--- src/rtl/pkt_if_pkg.sv ---
// Shared constants and types for the packet read master and its tag pipeline.
package pkt_if_pkg;

   localparam int ADDR_W = 16;

   typedef logic [1:0] state_t;
   localparam state_t IDLE  = 2'd0;
   localparam state_t ISSUE = 2'd1;
   localparam state_t DRAIN = 2'd2;
   localparam state_t DONE  = 2'd3;

   localparam logic [7:0] HDR_ADDR_HI  = 8'd0;
   localparam logic [7:0] HDR_ADDR_LO  = 8'd1;
   localparam logic [7:0] PAYLOAD_BASE = 8'd2;

   typedef struct packed {
      logic       vld;
      logic [7:0] addr;
   } tag_t;

endpackage

--- src/rtl/pkt_tag_pipe.sv ---
// DEPTH-stage shift register of {valid, addr} tags that tracks reads in flight.
module pkt_tag_pipe
   import pkt_if_pkg::*;
#(
   parameter int DEPTH = 2
) (
   input  logic clk,
   input  logic rst,
   input  tag_t tag_in,
   output tag_t tag_out
);

   tag_t [DEPTH-1:0] stage;

   always_ff @(posedge clk or posedge rst) begin
      if (rst) begin
         stage <= '0;
      end else begin
         stage[0] <= tag_in;
         for (int i = 1; i < DEPTH; i++) stage[i] <= stage[i-1];
      end
   end

   assign tag_out = stage[DEPTH-1];

endmodule

--- src/rtl/pkt_read_master.sv ---
// Packet read master: bursts addresses 0..PKT_LEN+1 to the slave, splits header/payload.
// Define PKT_READ_MASTER_CHKSUM_EN to add the pkt_sum payload checksum output.
module pkt_read_master
   import pkt_if_pkg::*;
#(
   parameter int PKT_LEN    = 16,
   parameter int RD_LATENCY = 2
) (
   input  logic              clk,
   input  logic              rst,
   input  logic              start,
   output logic              ram_rd_rq,
   output logic [ADDR_W-1:0] rd_addr,
   output logic              new_msg,
   input  logic [7:0]        data_i,
   output logic [7:0]        out_data,
   output logic              out_valid,
   output logic              out_last,
   output logic [15:0]       hdr,
   output logic              busy,
   output logic              done,
   output logic              seq_err
`ifdef PKT_READ_MASTER_CHKSUM_EN
  ,output logic [7:0]        pkt_sum
`endif
);

   localparam logic [ADDR_W-1:0] LAST_ADDR = ADDR_W'(PKT_LEN + 1);
   localparam logic [7:0]        LAST_TAG  = 8'(PKT_LEN + 1);

   state_t     state, nxt;
   tag_t       tag_in, tag_out;
   logic [7:0] hdr_hi, hdr_lo;
   logic       seq_armed;
   logic       pay_hit;
   logic       fin;

   always_ff @(posedge clk or posedge rst) begin
      if (rst) state <= IDLE;
      else     state <= nxt;
   end

   always_comb begin
      nxt = state;
      case (state)
         IDLE:    if (start) nxt = ISSUE;
         ISSUE:   if (rd_addr == LAST_ADDR) nxt = DRAIN;
         DRAIN:   if (out_last) nxt = DONE;
         default: nxt = IDLE;
      endcase
   end

   // rd_addr is zeroed on ISSUE entry, so 0 marks the first burst cycle
   always_comb begin
      ram_rd_rq = (state == ISSUE);
      new_msg   = (state == ISSUE) && (rd_addr == '0);
      busy      = (state != IDLE);
      done      = (state == DONE);
   end

   always_ff @(posedge clk or posedge rst) begin
      if (rst)                                         rd_addr <= '0;
      else if (state == IDLE && start)                 rd_addr <= '0;
      else if (state == ISSUE && rd_addr != LAST_ADDR) rd_addr <= rd_addr + 16'd1;
   end

   always_comb begin
      tag_in.vld  = (state == ISSUE);
      tag_in.addr = rd_addr[7:0];
   end

   pkt_tag_pipe #(.DEPTH(RD_LATENCY)) u_tag_pipe (
      .clk     (clk),
      .rst     (rst),
      .tag_in  (tag_in),
      .tag_out (tag_out)
   );

   // An exiting tag names the byte currently on data_i
   assign pay_hit = tag_out.vld && (tag_out.addr >= PAYLOAD_BASE);
   assign fin     = (state == DRAIN) && out_last;

   always_ff @(posedge clk or posedge rst) begin
      if (rst) begin
         hdr_hi    <= '0;
         hdr_lo    <= '0;
         out_data  <= '0;
         out_valid <= 1'b0;
         out_last  <= 1'b0;
      end else begin
         if (tag_out.vld && tag_out.addr == HDR_ADDR_HI) hdr_hi <= data_i;
         if (tag_out.vld && tag_out.addr == HDR_ADDR_LO) hdr_lo <= data_i;
         if (pay_hit) out_data <= data_i;
         out_valid <= pay_hit;
         out_last  <= pay_hit && (tag_out.addr == LAST_TAG);
      end
   end

   // First packet after reset only arms the check; 0xFFFF -> 0x0000 wraps naturally
   always_ff @(posedge clk or posedge rst) begin
      if (rst) begin
         hdr       <= '0;
         seq_err   <= 1'b0;
         seq_armed <= 1'b0;
      end else if (fin) begin
         hdr       <= {hdr_hi, hdr_lo};
         seq_armed <= 1'b1;
         if (seq_armed && ({hdr_hi, hdr_lo} != hdr + 16'd1)) seq_err <= 1'b1;
      end
   end

`ifdef PKT_READ_MASTER_CHKSUM_EN
   logic [7:0] sum_acc;

   always_ff @(posedge clk or posedge rst) begin
      if (rst) begin
         sum_acc <= '0;
         pkt_sum <= '0;
      end else begin
         if (state == IDLE && start) sum_acc <= '0;
         else if (pay_hit)           sum_acc <= sum_acc + data_i;
         if (fin) pkt_sum <= sum_acc;
      end
   end
`endif

endmodule
--- config.mk ---
export PLATFORM = sky130hd
export DESIGN_NAME = pkt_read_master
export DESIGN_NICKNAME = d
export VERILOG_FILES = /design/src/rtl/pkt_if_pkg.sv /design/src/rtl/pkt_tag_pipe.sv /design/src/rtl/pkt_read_master.sv
export SDC_FILE = /design/constraint.sdc
export NUM_CORES = 1
export LEC_CHECK = 0
export ABC_AREA = 1
export BUFFER_PORTS_ARGS = -buffer_cell sky130_fd_sc_hd__clkbuf_2
export CAP_MARGIN = 20
export CORE_UTILIZATION = 63
export CTS_BUF_LIST = sky130_fd_sc_hd__clkbuf_8
export DETAILED_ROUTE_END_ITERATION = 8
export PLACE_DENSITY = 0.87
export SETUP_SLACK_MARGIN = 0.02
export SYNTH_ARGS = -nofsm -noshare
export SYNTH_HDL_FRONTEND = slang
export SYNTH_SLANG_ARGS = --single-unit
--- constraint.sdc ---
create_clock -name clk -period 5.3 [get_ports clk]
set_input_delay 1.325 -clock clk [delete_from_list [all_inputs] [get_ports clk]]
set_output_delay 1.325 -clock clk [all_outputs]
set_load 0.05 [all_outputs]
==> Word level (Yosys, flattened, before mapping) <==
Cells that the tools add are included.
{ "classes": {"n_addsub": 2, "n_mul": 0, "n_div": 0, "magnitude_cmp": 1, "eq_ne": 11, "n_shift": 0, "mux": 6, "bitwise": 0, "n_reduce_logical": 16} }
{ "op_table": {"columns": ["operator", "count"], "rows": [
  ["16-bit by 1-bit adder with 16-bit output (second input constant)", 2],
  ["16-bit 2-to-1 mux", 2],
  ["16-bit by 5-bit equality test with 1-bit output (second input constant)", 1],
  ["16-bit zero test", 1],
  ["16-bit inequality test", 1],
  ["16-bit by 5-bit inequality test with 1-bit output (second input constant)", 1],
  ["1-bit logical AND", 9],
  ["8-bit by 1-bit equality test with 1-bit output (second input constant)", 1],
  ["8-bit by 5-bit equality test with 1-bit output (second input constant)", 1],
  ["8-bit by 2-bit >= comparator with 1-bit output (second input constant)", 1],
  ["8-bit zero test", 1],
  ["2-bit 2-to-1 mux", 3],
  ["2-bit one-hot mux with 3 select lines", 1],
  ["2-bit equality test (second input constant)", 2],
  ["2-bit inequality test (second input constant)", 2],
  ["2-bit nonzero test", 2],
  ["3-bit AND reduction", 1],
  ["2-bit by 1-bit equality test with 1-bit output (second input constant)", 1],
  ["2-bit zero test", 1],
  ["2-bit by 1-bit inequality test with 1-bit output (second input constant)", 1],
  ["2-bit AND reduction", 1]
]} }
{ "totals": {"ff_bits": 80, "latch_bits": 0, "ram_bits": 0, "rom_bits": 0, "input_bits": 11, "out_inout_bits": 47, "elab_cells": 50, "memories": 0} }

==> Depth between registers and ports, before layout <==
Gate-level depths: netlist (run 1).
{ "logic_depth": {"word_depth": 4, "mapped_depth": 12} }

==> Cells and area by module <==
From an unflattened synthesis (run 1), not the netlist that was laid out.
{ "unflattened": {"hier_cells": 485, "hier_area_um2": 4018.9} }
{ "by_module_without_submodules": {"columns": ["mod", "n_inst", "cells_each", "area_per_inst_um2"], "rows": [
  ["pkt_read_master", 1, 457, 3497.1],
  ["pkt_tag_pipe", 1, 28, 521.8]
]} }

==> Least setup slack after synthesis (run 1) <==
OpenSTA, ideal clock, no wires.
{ "synth_path": {"path_type": "register to output", "start": "reg state[1]", "end": "out new_msg", "t_arrival_ns": 2.672, "slack_ns": 1.303, "path_stages_with_launch": 5, "cell_sequence": "dfrtp_1 inv_1 ha_1 nand4_1 nor4_1"} }
{ "synth_between": {"elab_chain_len": 2} }
{ "synth_rtl": {"columns": ["item", "line_no", "text"], "rows": [
  ["from (decl)", "pkt_read_master.sv:31", "state_t state, nxt;"],
  ["from (signal assigned)", "pkt_read_master.sv:40", "else state <= nxt;"],
  ["2-bit by 1-bit equality test with 1-bit output", null, null],
  ["via ram_rd_rq", "pkt_read_master.sv:12", "output logic ram_rd_rq,"],
  ["1-bit logical AND", "pkt_read_master.sv:56", "new_msg = (state == ISSUE) && (rd_addr == '0);"],
  ["to (decl)", "pkt_read_master.sv:14", "output logic new_msg,"]
]} }
The timed path passes the listed nets, and every way through them passes these cells.

==> Worst setup path after layout (run 1) <==
{ "layout_path": {"start": "reg state[1]", "end": "out new_msg"} }
{ "layout_between": {"elab_chain_len": 2} }
{ "layout_rtl": {"columns": ["item", "line_no"], "rows": [
  ["2-bit by 1-bit equality test with 1-bit output", "pkt_read_master.sv:56"],
  ["1-bit logical AND", "pkt_read_master.sv:56"]
]} }
Every way passes these cells.

==> summary.txt, run 1 <==
Hold path
  • Hold EP: u_tag_pipe.tag_out[5]
  • Hold Startpoint: u_tag_pipe.stage[5]
  • Hold Path Depth: 0
  • Worst min path class: flip-flop to flip-flop

Pwr
  • LEAKAGE: 2.31 nW
  • Worst ir drop on vdd: 0.465 mV
  • Design Power: 2.11 mW
  • PD cells: 476 mW/mm2

Clocking
  • Clk_lat worst skew: 0.35 ns
  • Post-CTS Setup Repair Bufs: 0
  • Reg clk slew, reported paths: 0.08 ns
  • CTS max path bufs: 2
  • CTS H-Tree Depth: 3
  • CTS sink cnt: 80
  • CTS root buffer: clkbuf_8
  • Hold_buf cts: 0
  • CTS-repair resized insts: 0
  • CTS Buf Count: 9
  • CTS tree: yes

Critical path
  • Reg2reg setup slack: 3.09 ns
  • Worst EP required: 3.97 ns
  • CP endpoint kind: output port
  • Critical Path Source Type: flip-flop
  • Worst r2r path cells: 12
  • Critical R2R Capture: rd_addr[9]
  • Crit Path Category: flip-flop to output port
  • Reg-to-reg startpoint: rd_addr[1]
  • Max FO, Critical Path: 4
  • CP startpoint: state[1]
  • Critical Path AT: 1.84 ns

Global routing
  • Busiest layer in global routing: met2
  • Largest net degree at the start of global routing: 53
  • Met2 GRT Util: 47.7%
  • Initial antenna violation count: 0
  • Vias in the first global route: 3047
  • M3 GR Usage: 5.68%
  • First-pass GRT wire length: 14400 um
  • GRT Resource Usage Total: 29.9%
  • Grt total ovfl: 0
  • M1 GR Usage: 41.8%

STA
  • Worst Tran Pin Value: 0.869 ns
  • RSZ-0062 raised after global routing: no
  • Final slew viol count: 0
  • Max Clock Skew: 0.00930 ns
  • Achievable Freq: 316 MHz
  • Setup_tns: 0 ns
  • Tcrit/Tclk final: 59.6%
  • Period minus WS final: 3.16 ns
  • Final Hold Vio Count: 0
  • Final setup vio count: 0
  • Rel. slew slack: 42.0%

Synth
  • Synth area leader: dfrtp_1
  • Synth Warn #: 0
  • Netlist Area Pre-Place: 0.00388 mm2
  • Cells after Synth: 459
  • Syn nets: 478
  • Distinct cells, synth: 29
  • Sequential area share after synthesis: 51.6%
  • Avg Synthesized Cell Area: 8.46 um2
  • Yosys top cell area share: 51.6%
  • Synth area leaders: dfrtp_1 52%, nand2_1 11%, inv_1 5.9%
  • Yosys reg bits: 80

Routing
  • Total wire length: 8850 um
  • Post-route DRC: 0
  • Via/cell ratio: 5.57
  • Via count: 3343
  • Routed wire per std cell: 14.8 um
  • Routed Antenna Nets: 0
  • Drt initial violations: 261
  • Pre-antenna DRT Iters: 7

Die
  • Core ar.: 0.00592 mm2
  • Chip height: 80.5 um
  • Row cnt: 28
  • Die X: 80.5 um
  • DIE AREA: 0.00648 mm2
  • Boundary Pins: 58
  • Initial Utilization: 65.6%

Run
  • Max capacitance violation total: 0

Run status
  • Status: finished, final reports clean

Place
  • Dpl hpwl: 6290 um
  • Number of port buffers: 57
  • Gpl congestion: 0.889

Finish
  • P&R area growth vs syn: 14.2%
  • Fin nets: 539
  • Fin util: 74.9%
  • Layout cell share with drive strength beyond 1: 17.7%
  • Fillers: 426
  • # diodes: 0
[kinds of logic after synthesis]
| kind of cell | synth area share (%) |
|---|---|
| and+or+nand+nor | 24.8 |
| DFF | 51.6 |
| buffers and inverters | 7.32 |
| AOI/OAI and AO/OA | 8.80 |
| xor gates and xnor gates | 2.93 |
| adders and majority gates | 2.58 |
| muxes | 2.03 |
[flip-flops by register name (all words and copies together), names as in the netlist]
| signal | count |
|---|---|
| u_tag_pipe.stage | 9 |
| rd_addr | 16 |
| seq_err | 1 |
| out_data | 8 |
| seq_armed | 1 |
| out_last | 1 |
| hdr_lo | 8 |
| hdr_hi | 8 |
| state | 2 |
| u_tag_pipe.tag_out | 9 |
| out_valid | 1 |
| hdr | 16 |
[metal layers]
metal / wire [um] / vias to the layer above / part of all wire, %
li1: - / 1616 / -
met1: 3970 / 1592 / 45
met2: 4230 / 121 / 48
met3: 527 / 14 / 6.0
met4: 125 / 0 / 1.4
met5: 0 / - / 0
[where the power goes]
| group | switching, mW | internal (mW) |
|---|---|---|
| Sequential | 0.123 | 0.748 |
| Combinational | 0.533 | 0.211 |
| Clock | 0.231 | 0.266 |
[critical path, stage by stage, from the launching register on]
cell	delay (ns)
dfrtp_1	0.41
inv_1	0.10
ha_1	0.24
nand4_1	0.11
nor4_1	0.29
clkbuf_2	0.33
[cells in the mapped netlist]
| library cell | instances |
|---|---|
| nor3_1 | 12 |
| nor2_2 | 1 |
| a21oi_1 | 10 |
| o21ai_1 | 1 |
| o31ai_1 | 1 |
| o221ai_1 | 1 |
| buf_12 | 1 |
| clkbuf_1 | 5 |
| nand3_1 | 31 |
| nor3_4 | 1 |
| buf_2 | 1 |
| nand2_2 | 2 |
| nor4_1 | 1 |
| a21boi_0 | 1 |
| mux2_2 | 7 |
| nand2_1 | 118 |
| xor2_1 | 8 |
| o21ai_2 | 8 |
| inv_1 | 61 |
| nand4_1 | 16 |
| o21ai_0 | 37 |
| or3b_1 | 1 |
| o21a_1 | 1 |
| dfrtp_1 | 80 |
| ha_1 | 8 |
| buf_6 | 1 |
| nor2_1 | 37 |
| nand3b_1 | 2 |
| xnor2_1 | 5 |
[through the flow]
step,area (um2),hold WS [ns],setup WS (ns),instances
after floorplan,3880,0.331,1.30,459
after global placement,4220,0.331,2.55,584
after detailed placement,4220,0.335,2.52,584
after CTS,4440,0.349,2.13,600
after global routing,4440,0.358,2.06,600
final,4440,0.347,2.14,600
[layout by cell type (no fill, tap or decap), drive strengths merged, types with 10 or more instances in the layout]
cell and n:
nor2 38, clkbuf 66, dfrtp 80, a21oi 10, o21ai 46, inv 62, nand4 16, nand3 31
nor3 13, nand2 120
[worst max path at each step]
| stage | endpoint |
|---|---|
| after CTS | new_msg |
| after global placement | new_msg |
| after global routing | new_msg |
| after floorplan | new_msg |
| final | new_msg |
| after detailed placement | new_msg |
[area by class of cell]
| class | count | area [um2] | share of cell area (%) |
|---|---|---|---|
| multi-input combinational | 310 | 1600 | 36.0 |
| tap | 75 | 93.8 | 2.12 |
| sequential | 80 | 2000 | 45.1 |
| clock buffer | 9 | 124 | 2.79 |
| timing repair buffer | 58 | 293 | 6.60 |
| inverter | 61 | 230 | 5.19 |
| clock inverter | 7 | 96.3 | 2.17 |
(Power assumes the default switching activity.)
==> run 2: changes to the inputs <==
- ABC_AREA: 1 -> 0
- CORE_UTILIZATION: 63 -> 58
- PLACE_DENSITY: 0.87 -> 0.82
- clock period: 5.3 -> 3.25 ns (I/O delays scaled with it)
==> run 2 against run 1 <==
Effect of this change:
- non-clock buffer count unchanged
- combinational power decreased by 92%
- power decreased by 14%
- cell area decreased by 6.1%
- global-route usage decreased by 5.3 points
- die area increased by 0.32%
- hold slack improved by 0.0062 ns
- critical path type unchanged
- critical endpoint unchanged
- largest power group unchanged
==> summary.txt, run 2 <==
Run status
  • Status: finished, final reports clean

Routing
  • Drt initial violations: 197
  • Routed wire per std cell: 16.3 um
  • Total wire length: 7230 um
  • Via/cell ratio: 5.66
  • Post-route DRC: 0
  • Via count: 2509
  • Routed Antenna Nets: 0
  • Pre-antenna DRT Iters: 4

Critical path
  • Reg-to-reg startpoint: rd_addr[2]
  • CP endpoint kind: output port
  • Critical Path Source Type: flip-flop
  • Crit Path Category: flip-flop to output port
  • Critical R2R Capture: rd_addr[14]
  • Reg2reg setup slack: 1.03 ns
  • Worst EP required: 2.44 ns
  • Worst r2r path cells: 6
  • Critical Path AT: 2.01 ns
  • Max FO, Critical Path: 7

Die
  • Chip height: 80.6 um
  • Boundary Pins: 58
  • Core ar.: 0.00596 mm2
  • Row cnt: 28
  • DIE AREA: 0.00650 mm2
  • Initial Utilization: 60.2%
  • Die X: 80.6 um

Synth
  • Synth area leaders: dfrtp_1 56%, mux2_2 12%, xnor2_1 5.1%
  • Netlist Area Pre-Place: 0.00359 mm2
  • Syn nets: 318
  • Yosys top cell area share: 55.8%
  • Synth top cells by count: 80 x dfrtp_1, 39 x mux2_2, 21 x xnor2_1
  • Distinct cells, synth: 43
  • Post-synthesis async set-or-reset flop share: 100%
  • Most frequent cell after synthesis: dfrtp_1
  • Post-synth top flop: dfrtp_1
  • Cells after Synth: 299
  • Synth area leader: dfrtp_1
  • Avg Synthesized Cell Area: 12.0 um2
  • Sequential area share after synthesis: 55.8%
  • Yosys reg bits: 80
  • Synth Warn #: 0
  • EDFF count, synth: 0

Place
  • Dpl hpwl: 4990 um
  • Area after DPL: 0.00396 mm2
  • Number of port buffers: 57
  • Pre-CTS WS: 0.837 ns
  • Gpl congestion: 0.918

Clocking
  • CTS-repair resized insts: 0
  • CTS tree: yes
  • Hold_buf cts: 0
  • CTS root buffer: clkbuf_8
  • CTS max path bufs: 2
  • Reg clk slew, reported paths: 0.09 ns
  • Clk_lat worst skew: 0.35 ns
  • CTS Buf Count: 9
  • CTS H-Tree Depth: 3
  • CTS sink cnt: 80
  • Post-CTS Setup Repair Bufs: 0

STA
  • Max Clock Skew: 0.00839 ns
  • Setup_tns: 0 ns
  • Tcrit/Tclk final: 86.8%
  • Achievable Freq: 355 MHz
  • Rel. slew slack: 47.3%
  • RSZ-0062 raised after global routing: no
  • Final setup vio count: 0
  • Final Worst Setup Slack: 0.431 ns
  • Final slew viol count: 0
  • Period minus WS final: 2.82 ns
  • Worst Tran Pin Value: 0.788 ns
  • Final Hold Vio Count: 0

Run
  • Max capacitance violation total: 0

Finish
  • P&R area growth vs syn: 16.2%
  • Regs by FF count: hdr x16, rd_addr x16
  • # diodes: 0
  • Fin nets: 382
  • Layout cell share with drive strength beyond 1: 32.3%
  • Commonest non-fill, non-tap cell in the layout: dfrtp_1
  • Most frequent cells in the layout: 80 x dfrtp_1, 57 x clkbuf_2, 39 x mux2_2
  • Post-route cell area: 0.00417 mm2
  • Fillers: 449

Pwr
  • Register share of total power: 54.9%
  • Clock share of power: 41.9%
  • Worst ir drop on vdd: 0.282 mV
  • Cell Int Power: 1.38 mW
  • PD cells: 438 mW/mm2
  • LEAKAGE: 1.96 nW
  • NetSw: 0.442 mW
  • Sw frac: 24.2%
  • Logic pwr share: 3.2%

Hold path
  • Hold Path Depth: 0
  • Hold EP: u_tag_pipe.tag_out[1]
  • Hold Startpoint: u_tag_pipe.stage[1]
  • Worst min path class: flip-flop to flip-flop

Global routing
  • Initial antenna violation count: 0
  • First-pass GRT wire length: 11600 um
  • Grt total ovfl: 0
  • Largest net degree at the start of global routing: 81
  • Vias in the first global route: 2416
  • GRT Resource Usage Total: 24.7%
run 2: cell types whose count changed after synthesis, sizes merged, moves of 5 or more:
cell	change
nand2	-101
xnor2	+16
inv	-46
o21ai	-39
mux2	+32
nand4	-8
or3	+5
nor4	+7
nor3	-5
nor2	-18
nand3	-21
run 2: kinds of logic after synthesis:
logic type      count (synthesis)  synth area share (%)
buf+inv                        20                  2.34
flops                          80                  55.8
mux                            40                  12.5
fa+ha+maj                       9                  3.07
xor+xnor                       33                  8.06
compound gates                 29                  5.48
simple gates                   88                  12.7
run 2: area by class of cell:
cell class | instances | area (um2) | area share [%]
flip-flops and latches | 80 | 2000 | 48.1
multi-input cells | 199 | 1500 | 36.0
repair buffers | 58 | 305 | 7.33
clock buffers | 9 | 124 | 2.97
well taps | 75 | 93.8 | 2.25
clock inverters | 7 | 83.8 | 2.01
inverters | 15 | 56.3 | 1.35
run 2: critical path, stage by stage, from the launching register on:
cell and delay, ns:
dfrtp_1 0.47, nor4_1 0.37, nand4_1 0.27, nor3_1 0.24, clkbuf_2 0.31
run 2: per-layer routing:
metal / track usage, % / wire, um / share of wire, % / vias to the layer above
li1: - / - / - / 1186
met1: 34.6 / 3330 / 46 / 1244
met4: 13.0 / 185 / 2.6 / 0
met2: 36.9 / 3440 / 48 / 62
met3: 3.86 / 274 / 3.8 / 17
met5: 0 / 0 / 0 / -
run 2: worst max-delay path by stage:
| stage | cells past startpoint | from | end | slack, ns |
|---|---|---|---|---|
| 6_report | 4 | rd_addr[2] | new_msg | 0.43 |
| 3_5_place_dp | 4 | rd_addr[2] | new_msg | 0.84 |
| 3_3_place_gp | 4 | rd_addr[2] | new_msg | 0.90 |
| 5_1_grt | 4 | rd_addr[2] | new_msg | 0.32 |
| 2_1_floorplan | 3 | rd_addr[3] | new_msg | 0.18 |
| 4_1_cts | 4 | rd_addr[2] | new_msg | 0.45 |
run 2: power groups by stage:
stage	logic, mW	registers [mW]	clock network [mW]
final	0.0588	1.00	0.765
after global routing	0.0652	1.00	0.823
after detailed placement	0.0602	1.02	0
after global placement	0.0597	1.02	0
after CTS	0.0605	1.00	0.776
after floorplan	0.0190	1.04	0
run 2: per-stage QoR:
| step | util [%] | power, mW | hold WS [ns] | cells |
|---|---|---|---|---|
| after floorplan | - | 1.06 | 0.331 | 299 |
| after global placement | 66.4 | 1.08 | 0.331 | 427 |
| after global routing | 69.9 | 1.89 | 0.360 | 443 |
| after detailed placement | 66.4 | 1.08 | 0.335 | 427 |
| after CTS | 69.9 | 1.84 | 0.356 | 443 |
| final | 69.9 | 1.83 | 0.354 | 443 |
==> run 3: changes to the inputs <==
- CORE_ASPECT_RATIO: not set -> 0.8
- CORE_MARGIN: not set -> 5
==> run 3 against run 2 <==
Effect of this change:
- clock power grew 3.3%
- largest cell class unchanged
- cell count up 1.6%
- power up 1.5%
- wire length up 6.4%
- critical path depth unchanged
- critical endpoint unchanged
- global-route usage is 3.5 points lower
- highest routed layer unchanged
- clock skew is 0.0059 ns higher
==> summary.txt, run 3 (same netlist as run 2, synthesis figures left out) <==
Run status
  • Status: finished, final reports clean

Run
  • Max capacitance violation total: 0

Die
  • Boundary Pins: 58
  • Die X: 97.9 um
  • Row cnt: 25
  • Chip height: 80.3 um
  • DIE AREA: 0.00787 mm2
  • Initial Utilization: 60.3%
  • Core ar.: 0.00594 mm2

Pwr
  • Sw frac: 21.9%
  • PD cells: 442 mW/mm2
  • Design Power: 1.85 mW
  • Worst ir drop on vdd: 0.420 mV
  • Logic pwr share: 3.3%
  • Register share of total power: 54.1%
  • Clock share of power: 42.6%
  • Cell Int Power: 1.45 mW
  • NetSw: 0.406 mW
  • LEAKAGE: 1.97 nW

Place
  • Gpl congestion: 0.876
  • Dpl hpwl: 5560 um
  • Number of port buffers: 57

Critical path
  • Worst EP required: 2.44 ns
  • Reg2reg setup slack: 1.09 ns
  • Worst r2r path cells: 6
  • Critical R2R Capture: rd_addr[14]
  • Critical Path AT: 1.96 ns
  • Reg-to-reg startpoint: rd_addr[3]
  • Max FO, Critical Path: 8
  • CP endpoint kind: output port
  • Crit Path Category: flip-flop to output port
  • Critical Path Source Type: flip-flop

Global routing
  • Met2 GRT Util: 34.2%
  • M1 GR Usage: 27.8%
  • M3 GR Usage: 6.42%
  • Vias in the first global route: 2517
  • GRT Resource Usage Total: 21.2%
  • Busiest layer in global routing: met2
  • First-pass GRT wire length: 12900 um
  • Largest net degree at the start of global routing: 50
  • Initial antenna violation count: 0
  • Grt total ovfl: 0

Routing
  • Post-route DRC: 0
  • Total wire length: 7700 um
  • Drt initial violations: 195
  • Routed Antenna Nets: 0
  • Pre-antenna DRT Iters: 4
  • Via/cell ratio: 5.68
  • Routed wire per std cell: 17.1 um
  • Via count: 2555

Clocking
  • CTS Buf Count: 9
  • CTS root buffer: clkbuf_8
  • Hold_buf cts: 0
  • CTS H-Tree Depth: 3
  • Reg clk slew, reported paths: 0.07 ns
  • CTS sink cnt: 80
  • Post-CTS Setup Repair Bufs: 0
  • Clk_lat worst skew: 0.34 ns
  • CTS tree: yes
  • CTS-repair resized insts: 0
  • CTS max path bufs: 2

STA
  • RSZ-0062 raised after global routing: no
  • Final Hold Vio Count: 0
  • Period minus WS final: 2.77 ns
  • Worst Tran Pin Value: 0.749 ns
  • Setup_tns: 0 ns
  • Tcrit/Tclk final: 85.3%
  • Final slew viol count: 0
  • Max Clock Skew: 0.0143 ns
  • Achievable Freq: 361 MHz
  • Final setup vio count: 0
  • Rel. slew slack: 50.0%

Hold path
  • Hold Startpoint: u_tag_pipe.stage[8]
  • Worst min path class: flip-flop to flip-flop
  • Hold Path Depth: 0
  • Hold EP: u_tag_pipe.tag_out[8]

Finish
  • # diodes: 0
  • Most frequent cells in the layout: 80 x dfrtp_1, 57 x clkbuf_2, 39 x mux2_2
  • Layout cell share with drive strength beyond 1: 32.5%
  • Fin nets: 383
  • P&R area growth vs syn: 16.9%
  • Regs by FF count: hdr x16, rd_addr x16
  • Commonest non-fill, non-tap cell in the layout: dfrtp_1
-- run 3: area by class of cell --
cell class,count,area (um2)
inverter,15,56.3
tap,81,101
timing repair buffer,59,313
clock inverter,7,96.3
sequential,80,2000
fill,430,1750
clock buffer,9,124
multi-input combinational,199,1500
-- run 3: how the worst max path moves through the flow --
stage / from / endpoint / slack [ns] / cells past startpoint
after global placement: rd_addr[3] / new_msg / 0.92 / 4
after CTS: rd_addr[3] / new_msg / 0.49 / 4
after global routing: rd_addr[3] / new_msg / 0.37 / 4
final: rd_addr[3] / new_msg / 0.48 / 4
after detailed placement: rd_addr[3] / new_msg / 0.85 / 4
after floorplan: rd_addr[3] / new_msg / 0.18 / 3
-- run 3: stage by stage --
step	std cells	hold WS [ns]	setup WS (ns)	cell area, um2	util (%)
floorplan	299	0.331	0.181	3590	-
global placement	434	0.332	0.919	3970	66.8
detailed placement	434	0.335	0.851	3970	66.8
CTS	450	0.353	0.488	4190	70.5
global route	450	0.368	0.369	4190	70.5
finish	450	0.352	0.479	4190	70.5
-- run 3: worst max-delay path, cell delays in order (launching register included) --
cell	delay, ns
dfrtp_1	0.49
nor4_1	0.35
nand4_1	0.25
nor3_1	0.23
clkbuf_2	0.31
-- run 3: power groups by stage --
stage | combinational [mW] | sequential (mW) | clock, mW
2_1_floorplan | 0.0190 | 1.04 | 0
3_3_place_gp | 0.0617 | 1.02 | 0
3_5_place_dp | 0.0625 | 1.02 | 0
4_1_cts | 0.0627 | 1.00 | 0.806
5_1_grt | 0.0679 | 1.00 | 0.864
6_report | 0.0604 | 1.00 | 0.790
-- run 3: layer usage --
| layer | share of wire, % | vias up |
|---|---|---|
| li1 | - | 1188 |
| met1 | 44 | 1281 |
| met2 | 48 | 77 |
| met3 | 6.3 | 9 |
| met4 | 0.96 | 0 |
| met5 | 0 | - |
